File: src/rtl/shift_add_mult_nb.sv
// Sequential unsigned shift-and-add multiplier: one partial product per cycle
// through a single ripple-carry adder, N RUN cycles, one DONE cycle.

module parallel_adder_nb #(
    parameter int W = 16
) (
    input  logic [W-1:0] a_i,
    input  logic [W-1:0] b_i,
    input  logic         c_i,
    output logic [W-1:0] sum_o,
    output logic         c_o
);
    logic [W:0] carry;

    assign carry[0] = c_i;

    generate
        for (genvar gi = 0; gi < W; gi++) begin : g_bit
            assign sum_o[gi]    = a_i[gi] ^ b_i[gi] ^ carry[gi];
            assign carry[gi+1]  = (a_i[gi] & b_i[gi]) | (carry[gi] & (a_i[gi] ^ b_i[gi]));
        end
    endgenerate

    assign c_o = carry[W];
endmodule

module shift_add_mult_nb #(
    parameter int N = 16
) (
    input  logic           i_clk,
    input  logic           i_rst_n,
    input  logic           i_start,
    input  logic [N-1:0]   i_op_a,
    input  logic [N-1:0]   i_op_b,
    output logic           o_busy,
    output logic           o_done,
    output logic [2*N-1:0] o_product,
    output logic           o_overflow
);
    localparam int CW = $clog2(N + 1);
    localparam logic [CW-1:0] LAST_ITER = CW'(N - 1);

    typedef enum logic [1:0] {
        ST_IDLE,
        ST_RUN,
        ST_DONE
    } state_t;

    state_t           state_q, state_d;
    logic [N-1:0]     mcand_q, mcand_d;
    logic [N-1:0]     acc_hi_q, acc_hi_d;
    logic [N-1:0]     acc_lo_q, acc_lo_d;
    logic [CW-1:0]    cnt_q, cnt_d;
    logic [2*N-1:0]   product_q, product_d;
    logic             ovf_q, ovf_d;
    logic             done_q, done_d;

    logic [N-1:0]     addend;
    logic [N-1:0]     add_sum;
    logic             add_cout;
    logic [2*N-1:0]   acc_shifted;

    // The low accumulator half doubles as the multiplier shift register.
    assign addend = acc_lo_q[0] ? mcand_q : '0;

    parallel_adder_nb #(
        .W (N)
    ) u_adder (
        .a_i   (acc_hi_q),
        .b_i   (addend),
        .c_i   (1'b0),
        .sum_o (add_sum),
        .c_o   (add_cout)
    );

    // Carry-out lands in the top bit so a final-iteration carry is kept.
    assign acc_shifted = {add_cout, add_sum, acc_lo_q[N-1:1]};

    always_comb begin
        state_d   = state_q;
        mcand_d   = mcand_q;
        acc_hi_d  = acc_hi_q;
        acc_lo_d  = acc_lo_q;
        cnt_d     = cnt_q;
        product_d = product_q;
        ovf_d     = ovf_q;
        done_d    = 1'b0;

        unique case (state_q)
            ST_IDLE: begin
                if (i_start) begin
                    mcand_d  = i_op_a;
                    acc_lo_d = i_op_b;
                    acc_hi_d = '0;
                    cnt_d    = '0;
                    state_d  = ST_RUN;
                end
            end
            ST_RUN: begin
                acc_hi_d = acc_shifted[2*N-1:N];
                acc_lo_d = acc_shifted[N-1:0];
                cnt_d    = cnt_q + CW'(1);
                if (cnt_q == LAST_ITER) begin
                    state_d   = ST_DONE;
                    product_d = acc_shifted;
                    ovf_d     = |acc_shifted[2*N-1:N];
                    done_d    = 1'b1;
                end
            end
            ST_DONE: begin
                state_d = ST_IDLE;
            end
            default: begin
                state_d = ST_IDLE;
            end
        endcase
    end

    always_ff @(posedge i_clk) begin
        if (!i_rst_n) begin
            state_q   <= ST_IDLE;
            mcand_q   <= '0;
            acc_hi_q  <= '0;
            acc_lo_q  <= '0;
            cnt_q     <= '0;
            product_q <= '0;
            ovf_q     <= 1'b0;
            done_q    <= 1'b0;
        end else begin
            state_q   <= state_d;
            mcand_q   <= mcand_d;
            acc_hi_q  <= acc_hi_d;
            acc_lo_q  <= acc_lo_d;
            cnt_q     <= cnt_d;
            product_q <= product_d;
            ovf_q     <= ovf_d;
            done_q    <= done_d;
        end
    end

    assign o_busy     = (state_q != ST_IDLE);
    assign o_done     = done_q;
    assign o_product  = product_q;
    assign o_overflow = ovf_q;
endmodule

File: config.mk
export PLATFORM = sky130hd
export DESIGN_NAME = shift_add_mult_nb
export DESIGN_NICKNAME = d
export VERILOG_FILES = /design/src/rtl/shift_add_mult_nb.sv
export SDC_FILE = /design/constraint.sdc
export NUM_CORES = 1
export LEC_CHECK = 0
export BUFFER_PORTS_ARGS = -buffer_cell sky130_fd_sc_hd__buf_2
export CORE_MARGIN = 8
export CORE_UTILIZATION = 55
export CTS_CLUSTER_DIAMETER = 80
export CTS_CLUSTER_SIZE = 10
export DETAILED_ROUTE_END_ITERATION = 10
export PLACE_DENSITY = 0.83
export SYNTH_ARGS = -nofsm -noshare
export SYNTH_HDL_FRONTEND = slang
export SYNTH_SLANG_ARGS = --single-unit
File: constraint.sdc
create_clock -name i_clk -period 13.2 [get_ports i_clk]
set_input_delay 1.32 -clock i_clk [delete_from_list [all_inputs] [get_ports i_clk]]
set_output_delay 1.32 -clock i_clk [all_outputs]
set_load 0.01 [all_outputs]
==> out/results.txt, run 1 <==
post-cts resize count -> 0
clock-pin transition on the worst setup and hold timing paths -> 0.09 ns
via density per instance -> 5.44
final setup skew -> 0.0102 ns
compound-cell area share of the yosys netlist -> 14.4%
Synth Cell Area -> 3860 um2
clk buf depth -> 2
dominant synthesized flop cell -> dfxtp_1
RSZ-0062 raised after global routing -> no
IO buf count -> 69
Hold WC Path Type -> flop to flop
die area -> 9950 um2
synthesis-stage register bit count -> 89
Area growth syn-to-layout -> 13.3%
final setup violating endpoints -> 0
final worst slack -> 7.07 ns
WS Path Type -> flop to flop
CP endpoint kind -> flop
Setup TNS Final -> 0 ns
vias in the first global route -> 3065
starting density of the core -> 56.8%
measured slew at the worst slew-check pin -> 1.17 ns
DP Area -> 4150 um2
first-pass GRT wire length -> 14.8 mm
DRT Wirelength -> 9.02 mm
core area -> 6790 um2
total number of vias -> 3299
die height -> 99.7 um
Req. time, crit path -> 13.50 ns
mux contribution to synthesized area -> 0%
Worst EP arrival -> 6.43 ns
dpl ws -> 7.15 ns
CTS tree -> done
Post-Synthesis Cells -> 456
wire per inst -> 14.9 um
Initial DRC Count -> 278
largest family of logic cells by synthesized area -> simple AND/OR/NAND/NOR gates
Synth Area in Simple Gates -> 23.8%
clk sink count -> 89
Synth cell types -> 36
CP cell instances -> and2_1, ha_1, inv_1, fa_1, inv_1, fa_1, fa_1, fa_1, fa_1, inv_1, fa_1, fa_1, fa_1, fa_1, inv_1, fa_1, fa_1, fa_1, fa_1, inv_1, fa_1, fa_1, nand2b_1, a21oi_1
slowest CP cell -> dfxtp_1
relative slew slack -> 22.1%
Final min period -> 6.13 ns
Seq/Total Area, Yosys -> 46.2%
grt total ovfl -> 0
io pins -> 70
period utilization -> 46.5%
Peak VDD IR -> 0.0000633 V
Pleak -> 0.00175 uW
ys async rst share -> 0%
Post-Syn Area per Cell -> 8.46 um2
initial antenna violation count -> 0
post-route cell area -> 4370 um2
cell area power density -> 124 nW/um2
Max Cap Violations -> 0
XOR/XNOR Fraction of Synth Area -> 0%
largest net degree at the start of global routing -> 67
hpwl dp -> 5.99 mm
antenna cells -> 0
post-CTS setup buffer count -> 0
GPL Wtd Cong -> 0.857
hold slack -> 0.453 ns
Die X-Extent -> 99.7 um
Buf/Inv on CP -> 5
layout cell share with drive strength beyond 1 -> 18.8%
H-tree level count -> 3
Critical Path Source Type -> flop
EDFF count, synth -> 0
ANT nets after route -> 0
fmax -> 0.163 GHz
critical path's top delay family -> adder cells
fin cells -> 606
hold_buf cts -> 0
total global routing track utilization -> 18.6%
row cnt -> 30
CTS Buf Count -> 9
most frequent CP cell -> fa_1
Fin. Hold Viols -> 0
detailed-route DRC error count -> 0
total iterations of the first detailed-routing run -> 5
area share of fa/ha/maj cells after synthesis -> 8.76%
Root Driver -> clkbuf_8
crit-path max FO -> 17
placed cells -> 590
Slew Viols, Final -> 0
synth warn -> 0
later-pin clock latency in the skew report -> 0.37 ns
fin nets -> 558
syn_nets -> 509
max incr delay on CP -> 0.48 ns
outcome -> finished clean
-- final cells by class --
cell class | instances | area [um2]
well taps | 96 | 120
multi-input cells | 318 | 1820
fillers | 574 | 2420
flip-flops and latches | 89 | 1780
clock buffers | 9 | 124
inverters | 14 | 52.6
repair buffers | 73 | 375
clock inverters | 7 | 101
-- cells by family (layout without fill, tap and decap cells) --
| family | Yosys count | count (layout) |
|---|---|---|
| flip-flops | 89 | 89 |
| buffers and inverters | 49 | 103 |
| AND/OR/NAND/NOR | 209 | 209 |
| adder cells (fa/ha/maj) | 18 | 18 |
| AO/OA/AOI/OAI | 91 | 91 |
-- cells in the final DEF, fill, tap and decap left out, types with 3 or more instances in the layout --
cell type,instances
nand3_1,18
dfxtp_1,89
fa_1,15
buf_4,4
inv_1,13
ha_1,3
and2_1,9
a211oi_1,9
a311oi_1,16
buf_2,69
clkbuf_8,9
nor2_1,27
a21oi_1,61
nand2_1,128
nand2b_1,10
-- metrics by stage --
stage / total power [uW] / utilization, %
3_3_place_gp: 331 / 61.0
6_report: 540 / 64.3
4_1_cts: 542 / 64.3
5_1_grt: 562 / 64.3
3_5_place_dp: 333 / 61.0
2_1_floorplan: 323 / -
-- registers in the layout (all words and copies together) (netlist names) --
signal,flops
mcand_q,16
acc_lo_q,16
o_product,32
cnt_q,5
acc_hi_q,16
o_done,1
o_overflow,1
state_q,2
-- path summary, 6_finish.rpt --
| check | startpoint | endpoint | slack (ns) | cells past startpoint |
|---|---|---|---|---|
| worst max-delay path | acc_lo_q[0] | acc_hi_q[14] | 7.07 | 24 |
| worst min-delay path | o_product[18] | o_product[18] | 0.45 | 2 |
| worst max register to register | acc_lo_q[0] | acc_hi_q[14] | 7.07 | 24 |
| worst min register to register | o_product[18] | o_product[18] | 0.45 | 2 |
-- tightest hold or removal path, cell delays in order (launching register included) --
cell     delay, ns
dfxtp_1       0.31
nand2_1       0.05
a21oi_1       0.05
-- metal layers --
layer	vias to the layer above	track usage, %	wire, um	part of all wire (%)
li1	1606	-	-	-
met1	1546	23.3	3900	43
met2	130	29.5	4310	48
met3	17	4.82	626	6.9
met4	0	8.15	176	2.0
met5	-	0	0	0
-- synthesized netlist by cell type, types with 2 or more instances --
cell type    n  share of area, %
nand2b_1    10               1.6
nand3b_1     2              0.39
and2_1       9               1.5
a311oi_1    16               3.6
and3_1       2              0.32
buf_4        9               1.8
or3b_1       2              0.45
a21oi_1     61               7.9
nand3_1     18               2.3
buf_2       12               1.6
inv_1       13               1.3
a211oi_1     9               1.8
nand2_1    128                12
ha_1         3              0.97
clkbuf_1    10              0.97
buf_6        4               1.2
fa_1        15               7.8
nor2_1      27               2.6
dfxtp_1     89                46
-- where the power goes --
part           internal [uW]  switching, uW
combinational           15.6           27.8
sequential               277           7.36
clock                    108            104
total                    401            139
(Power assumes the default switching activity.)
==> run 2: changes to the inputs <==
--- a/config.mk
+++ b/config.mk
@@ -7,11 +7,11 @@
 export LEC_CHECK = 0
 export BUFFER_PORTS_ARGS = -buffer_cell sky130_fd_sc_hd__buf_2
 export CORE_MARGIN = 8
-export CORE_UTILIZATION = 55
+export CORE_UTILIZATION = 50
 export CTS_CLUSTER_DIAMETER = 80
 export CTS_CLUSTER_SIZE = 10
 export DETAILED_ROUTE_END_ITERATION = 10
-export PLACE_DENSITY = 0.83
+export PLACE_DENSITY = 0.8
 export SYNTH_ARGS = -nofsm -noshare
 export SYNTH_HDL_FRONTEND = slang
 export SYNTH_SLANG_ARGS = --single-unit
==> constraint.sdc (replaced) <==
create_clock -name i_clk -period 5.6 [get_ports i_clk]
set_input_delay 0.56 -clock i_clk [delete_from_list [all_inputs] [get_ports i_clk]]
set_output_delay 0.56 -clock i_clk [all_outputs]
set_load 0.01 [all_outputs]
==> out/results.txt, run 2 (synthesis results as in run 1) <==
grt total ovfl -> 0
combinational cell fraction of total power -> 8.5%
core area -> 7610 um2
fin nets -> 561
vias in the first global route -> 3084
Clk network pwr share -> 39.2%
commonest non-fill, non-tap cell in the layout -> nand2_1
clock-pin transition on the worst setup and hold timing paths -> 0.09 ns
CTS Buf Count -> 9
failing checks -> negative setup slack
Max Cap Violations -> 0
Pint -> 948 uW
total iterations of the first detailed-routing run -> 7
final setup skew -> 0.0106 ns
Critical Path Source Type -> flop
Worst EP arrival -> 5.91 ns
final setup violating endpoints -> 1
clk buf depth -> 2
antenna cells -> 0
later-pin clock latency in the skew report -> 0.37 ns
die area -> 10800 um2
most frequent cells in the layout -> 128 x nand2_1, 87 x dfxtp_1, 69 x buf_2, 60 x a21oi_1, 27 x nor2_1
Peak VDD IR -> 0.000177 V
Design Power -> 1280 uW
wire per inst -> 14.6 um
hold slack -> 0.416 ns
layout cell share with drive strength beyond 1 -> 24.2%
first-pass GRT wire length -> 15.0 mm
Req. time, crit path -> 5.91 ns
fmax -> 0.178 GHz
outcome -> complete, but fails checks
total global routing track utilization -> 16.7%
GPL Wtd Cong -> 0.847
period utilization -> 100%
hold_buf cts -> 0
Root Driver -> clkbuf_8
DRT Wirelength -> 8.95 mm
Initial DRC Count -> 237
ANT nets after route -> 0
max reg flops -> 32
cell area power density -> 286 nW/um2
detailed-route DRC error count -> 0
measured slew at the worst slew-check pin -> 1.22 ns
largest net degree at the start of global routing -> 57
CP endpoint kind -> flop
Area growth syn-to-layout -> 15.7%
Die X-Extent -> 104 um
Reg power frac -> 52.3%
starting density of the core -> 50.7%
relative slew slack -> 18.7%
H-tree level count -> 3
via density per instance -> 5.28
io pins -> 70
Fin. Hold Viols -> 0
hpwl dp -> 5.97 mm
initial antenna violation count -> 0
Sw Ratio -> 25.7%
row cnt -> 32
Pleak -> 0.00176 uW
RSZ-0062 raised after global routing -> yes
Slew Viols, Final -> 0
Hold WC Path Type -> input port to flop
Util after Layout -> 58.7%
die height -> 104 um
clk sink count -> 89
CTS tree -> done
switching power total -> 328 uW
WS Path Type -> flop to flop
IO buf count -> 69
Final min period -> 5.61 ns
final worst slack -> -0.00819 ns
crit-path max FO -> 3
total number of vias -> 3247
[run 2: layer usage]
metal | global-route usage, % | wire (um)
met1 | 20.3 | 3820
met2 | 26.8 | 4310
met3 | 5.33 | 621
met4 | 7.03 | 198
met5 | 0 | 0
[run 2: area by class of cell]
| cell class | count | area (um2) |
|---|---|---|
| Clock buffer | 9 | 124 |
| Inverter | 14 | 52.6 |
| Fill cell | 721 | 3140 |
| Sequential cell | 89 | 1780 |
| Clock inverter | 7 | 101 |
| Multi-Input combinational cell | 318 | 1880 |
| Tap cell | 102 | 128 |
| Timing Repair Buffer | 76 | 398 |
[run 2: worst paths after layout]
kind | startpoint | endpoint | slack (ns) | depth (start not counted)
setup / recovery | mcand_q[0] | o_overflow | -0.008 | 25
hold / removal | i_op_a[13] | mcand_q[13] | 0.42 | 3
setup reg to reg | mcand_q[0] | o_overflow | -0.008 | 25
hold reg to reg | o_product[26] | o_product[26] | 0.45 | 2
[run 2: power groups by stage]
| stage | Combinational, uW | Clock (uW) | Sequential (uW) |
|---|---|---|---|
| after global routing | 121 | 532 | 671 |
| after detailed placement | 106 | 0 | 682 |
| final | 108 | 500 | 668 |
| after floorplan | 85.0 | 0 | 678 |
| after global placement | 103 | 0 | 681 |
| after CTS | 107 | 503 | 667 |
[run 2: worst max-delay path, cell delays in order (launching register included)]
cell and delay (ns):
dfxtp_2 0.33, and2_4 0.16, ha_4 0.15, inv_2 0.05, fa_2 0.18, inv_2 0.04, fa_2 0.34, fa_2 0.36
fa_2 0.35, fa_2 0.34, inv_2 0.06, fa_2 0.18, fa_2 0.19, fa_2 0.20, fa_2 0.20, inv_2 0.04
fa_2 0.33, fa_2 0.35, fa_2 0.35, fa_2 0.34, inv_2 0.06, fa_2 0.18, fa_1 0.45, nand4_1 0.11
nor4_1 0.06, a21oi_1 0.14
[run 2: repair_timing]
item,CTS,global route
endpoints found under the setup margin,3,5
pin swaps,2,2
buffers inserted,0,0
hold endpoints to repair,0,0
gates resized for setup,5,9
[run 2: through the flow]
stage | std cells | area, um2 | worst slack (ns) | setup TNS (ns)
after floorplan | 456 | 3900 | 0.0206 | 0
after global placement | 599 | 4200 | 0.0502 | 0
after detailed placement | 599 | 4200 | -0.0695 | -0.129
after CTS | 615 | 4430 | -0.0153 | -0.0153
after global routing | 615 | 4460 | -0.197 | -0.511
final | 615 | 4460 | -0.00819 | -0.00819
==> run 3: changes to the inputs <==
--- a/config.mk
+++ b/config.mk
@@ -5,6 +5,7 @@
 export SDC_FILE = /design/constraint.sdc
 export NUM_CORES = 1
 export LEC_CHECK = 0
+export ABC_AREA = 1
 export BUFFER_PORTS_ARGS = -buffer_cell sky130_fd_sc_hd__buf_2
 export CORE_MARGIN = 8
 export CORE_UTILIZATION = 50
==> out/results.txt, run 3 <==
outcome -> complete, but fails checks
failing checks -> negative setup slack
most frequent cell after synthesis -> nand2_1
layout cell share with drive strength beyond 1 -> 20.8%
total global routing track utilization -> 16.7%
Worst R2R Path Depth -> 25
later-pin clock latency in the skew report -> 0.36 ns
Fin. Hold Viols -> 0
EDFF count, synth -> 0
cell area power density -> 267 nW/um2
io pins -> 70
Hold Startpoint -> i_op_a[14]
detailed-route DRC error count -> 0
max incr delay on CP -> 0.42 ns
vias in the first global route -> 3299
core area -> 7650 um2
most frequent cells in the layout -> 106 x nand2_1, 88 x dfxtp_1, 72 x nor2_1, 69 x buf_2, 51 x inv_1
hold_buf cts -> 0
CP startpoint -> acc_lo_q[0]
Seq/Total Area, Yosys -> 45.6%
Max Cap Violations -> 0
Critical Path Source Type -> flop
Peak VDD IR -> 0.000132 V
DRT Wirelength -> 8.94 mm
dominant synthesized flop cell -> dfxtp_1
final setup violating endpoints -> 1
starting density of the core -> 51.1%
Root Driver -> clkbuf_8
slowest CP cell -> fa_1
via density per instance -> 4.98
CTS tree -> done
row cnt -> 32
Synth area leaders -> dfxtp_1 46%, nand2_1 10%, fa_1 7.7%, nor2_1 6.9%, inv_1 5.4%
measured slew at the worst slew-check pin -> 0.726 ns
fmax -> 0.177 GHz
Hold WC Path Type -> input port to flop
Initial DRC Count -> 157
crit-path max FO -> 3
clock-pin transition on the worst setup and hold timing paths -> 0.09 ns
final worst slack -> -0.0380 ns
RR Startpoint -> acc_lo_q[0]
Synth Cell Area -> 3900 um2
synthesis-stage register bit count -> 89
ys async rst share -> 0%
clk sink count -> 89
area leader, netlist -> dfxtp_1
CP endpoint kind -> flop
final setup skew -> 0.00962 ns
largest family of logic cells by synthesized area -> simple AND/OR/NAND/NOR gates
Worst EP arrival -> 5.92 ns
flop2flop setup slack -> -0.04 ns
H-tree level count -> 3
RSZ-0062 raised after global routing -> yes
antenna cells -> 0
initial antenna violation count -> 0
compound-cell area share of the yosys netlist -> 11.8%
Area growth syn-to-layout -> 14.4%
ANT nets after route -> 0
worst hold path stage count -> 3
Req. time, crit path -> 5.89 ns
wire per inst -> 13.3 um
Synth cell types -> 23
top post-synthesis cells by count -> 106 x nand2_1, 89 x dfxtp_1, 72 x nor2_1, 56 x inv_1, 38 x o21ai_0
Synth Area in Simple Gates -> 23.9%
largest net degree at the start of global routing -> 70
Slew Viols, Final -> 0
Post-Synthesis Cells -> 513
CTS Buf Count -> 9
syn_nets -> 566
synth warn -> 0
mux contribution to synthesized area -> 0%
Die X-Extent -> 104 um
total iterations of the first detailed-routing run -> 5
XOR/XNOR Fraction of Synth Area -> 0%
most frequent CP cell -> fa_2
relative slew slack -> 51.4%
first-pass GRT wire length -> 15.3 mm
grt total ovfl -> 0
area share of fa/ha/maj cells after synthesis -> 8.65%
Synth top area share -> 45.6%
hpwl dp -> 6.26 mm
period utilization -> 101%
IO buf count -> 69
die area -> 10900 um2
Util after Layout -> 58.4%
clk buf depth -> 2
die height -> 104 um
max reg flops -> 32
Pleak -> 0.00199 uW
GPL Wtd Cong -> 0.795
Final min period -> 5.64 ns
commonest non-fill, non-tap cell in the layout -> nand2_1
total number of vias -> 3360
WS Path Type -> flop to flop
fin nets -> 621
Post-Syn Area per Cell -> 7.61 um2
Setup TNS Final -> -0.0380 ns
[run 3: cell types whose count changed in the layout (fill, tap and decap cells not counted), moves of 16 or more]
| cell | before | now |
|---|---|---|
| o21ai_1 | 0 | 30 |
| a21oi_1 | 60 | 22 |
| nand3_1 | 18 | 34 |
| inv_1 | 8 | 51 |
| a311oi_1 | 16 | 0 |
| nand2_1 | 128 | 106 |
| nor2_1 | 27 | 72 |
| o21ai_0 | 1 | 38 |
[run 3: kinds of logic (layout without fill, tap and decap cells)]
family,after synthesis,count (layout)
and+or+nand+nor,226,226
adders and majority gates,18,18
buffers and inverters,89,149
DFF,89,89
AOI/OAI and AO/OA,91,91
[run 3: final cells by class]
| class | instances | area, um2 |
|---|---|---|
| clock buffers | 12 | 145 |
| fillers | 702 | 3180 |
| inverters | 59 | 221 |
| flip-flops and latches | 89 | 1780 |
| clock inverters | 4 | 28.8 |
| well taps | 102 | 128 |
| repair buffers | 74 | 387 |
| multi-input cells | 335 | 1780 |
[run 3: worst paths after layout]
path | to
worst min register to register | cnt_q[3]
worst min-delay path | mcand_q[14]
worst max-delay path | acc_hi_q[14]
worst max register to register | acc_hi_q[14]
[run 3: power breakdown]
| part | total [uW] | switching, uW | internal (uW) |
|---|---|---|---|
| logic | 131 | 85.5 | 45.8 |
| registers | 666 | 10.6 | 656 |
| clock network | 396 | 222 | 174 |
[run 3: routing by layer]
layer  vias up  part of all wire [%]  GRT usage, %
met5         -                     0             0
met4         0                   1.8          6.93
met3        17                   6.1          4.34
met2       101                    46          26.6
met1      1540                    46          20.8
li1       1702                     -             -
[run 3: worst max-delay path, delay by kind of cell, from the launching register on]
family | cells | cell delay (ns)
adder cells (fa/ha/maj) | 16 | 4.54
buffers and inverters | 6 | 0.29
flip-flops | 1 | 0.33
AND/OR/NAND/NOR | 2 | 0.28
AO/OA/AOI/OAI | 1 | 0.13
[run 3: timing repair]
action / 4_1_cts / 5_1_grt
resized for setup: 7 / 4
pin swaps: 1 / 1
setup endpoints to repair: 2 / 5
setup buffers: 2 / 0
[run 3: through the flow]
stage                     instance area, um2  setup WS, ns  hold slack, ns  std cells  power [uW]
after detailed placement                4260       -0.0502           0.455        657         808
after global placement                  4260        0.0788           0.448        657         803
final                                   4470       -0.0380           0.446        675        1190
after floorplan                         3950       -0.0449           0.440        513         776
after global routing                    4470        -0.232           0.457        675        1250
after CTS                               4460       -0.0266           0.437        675        1200
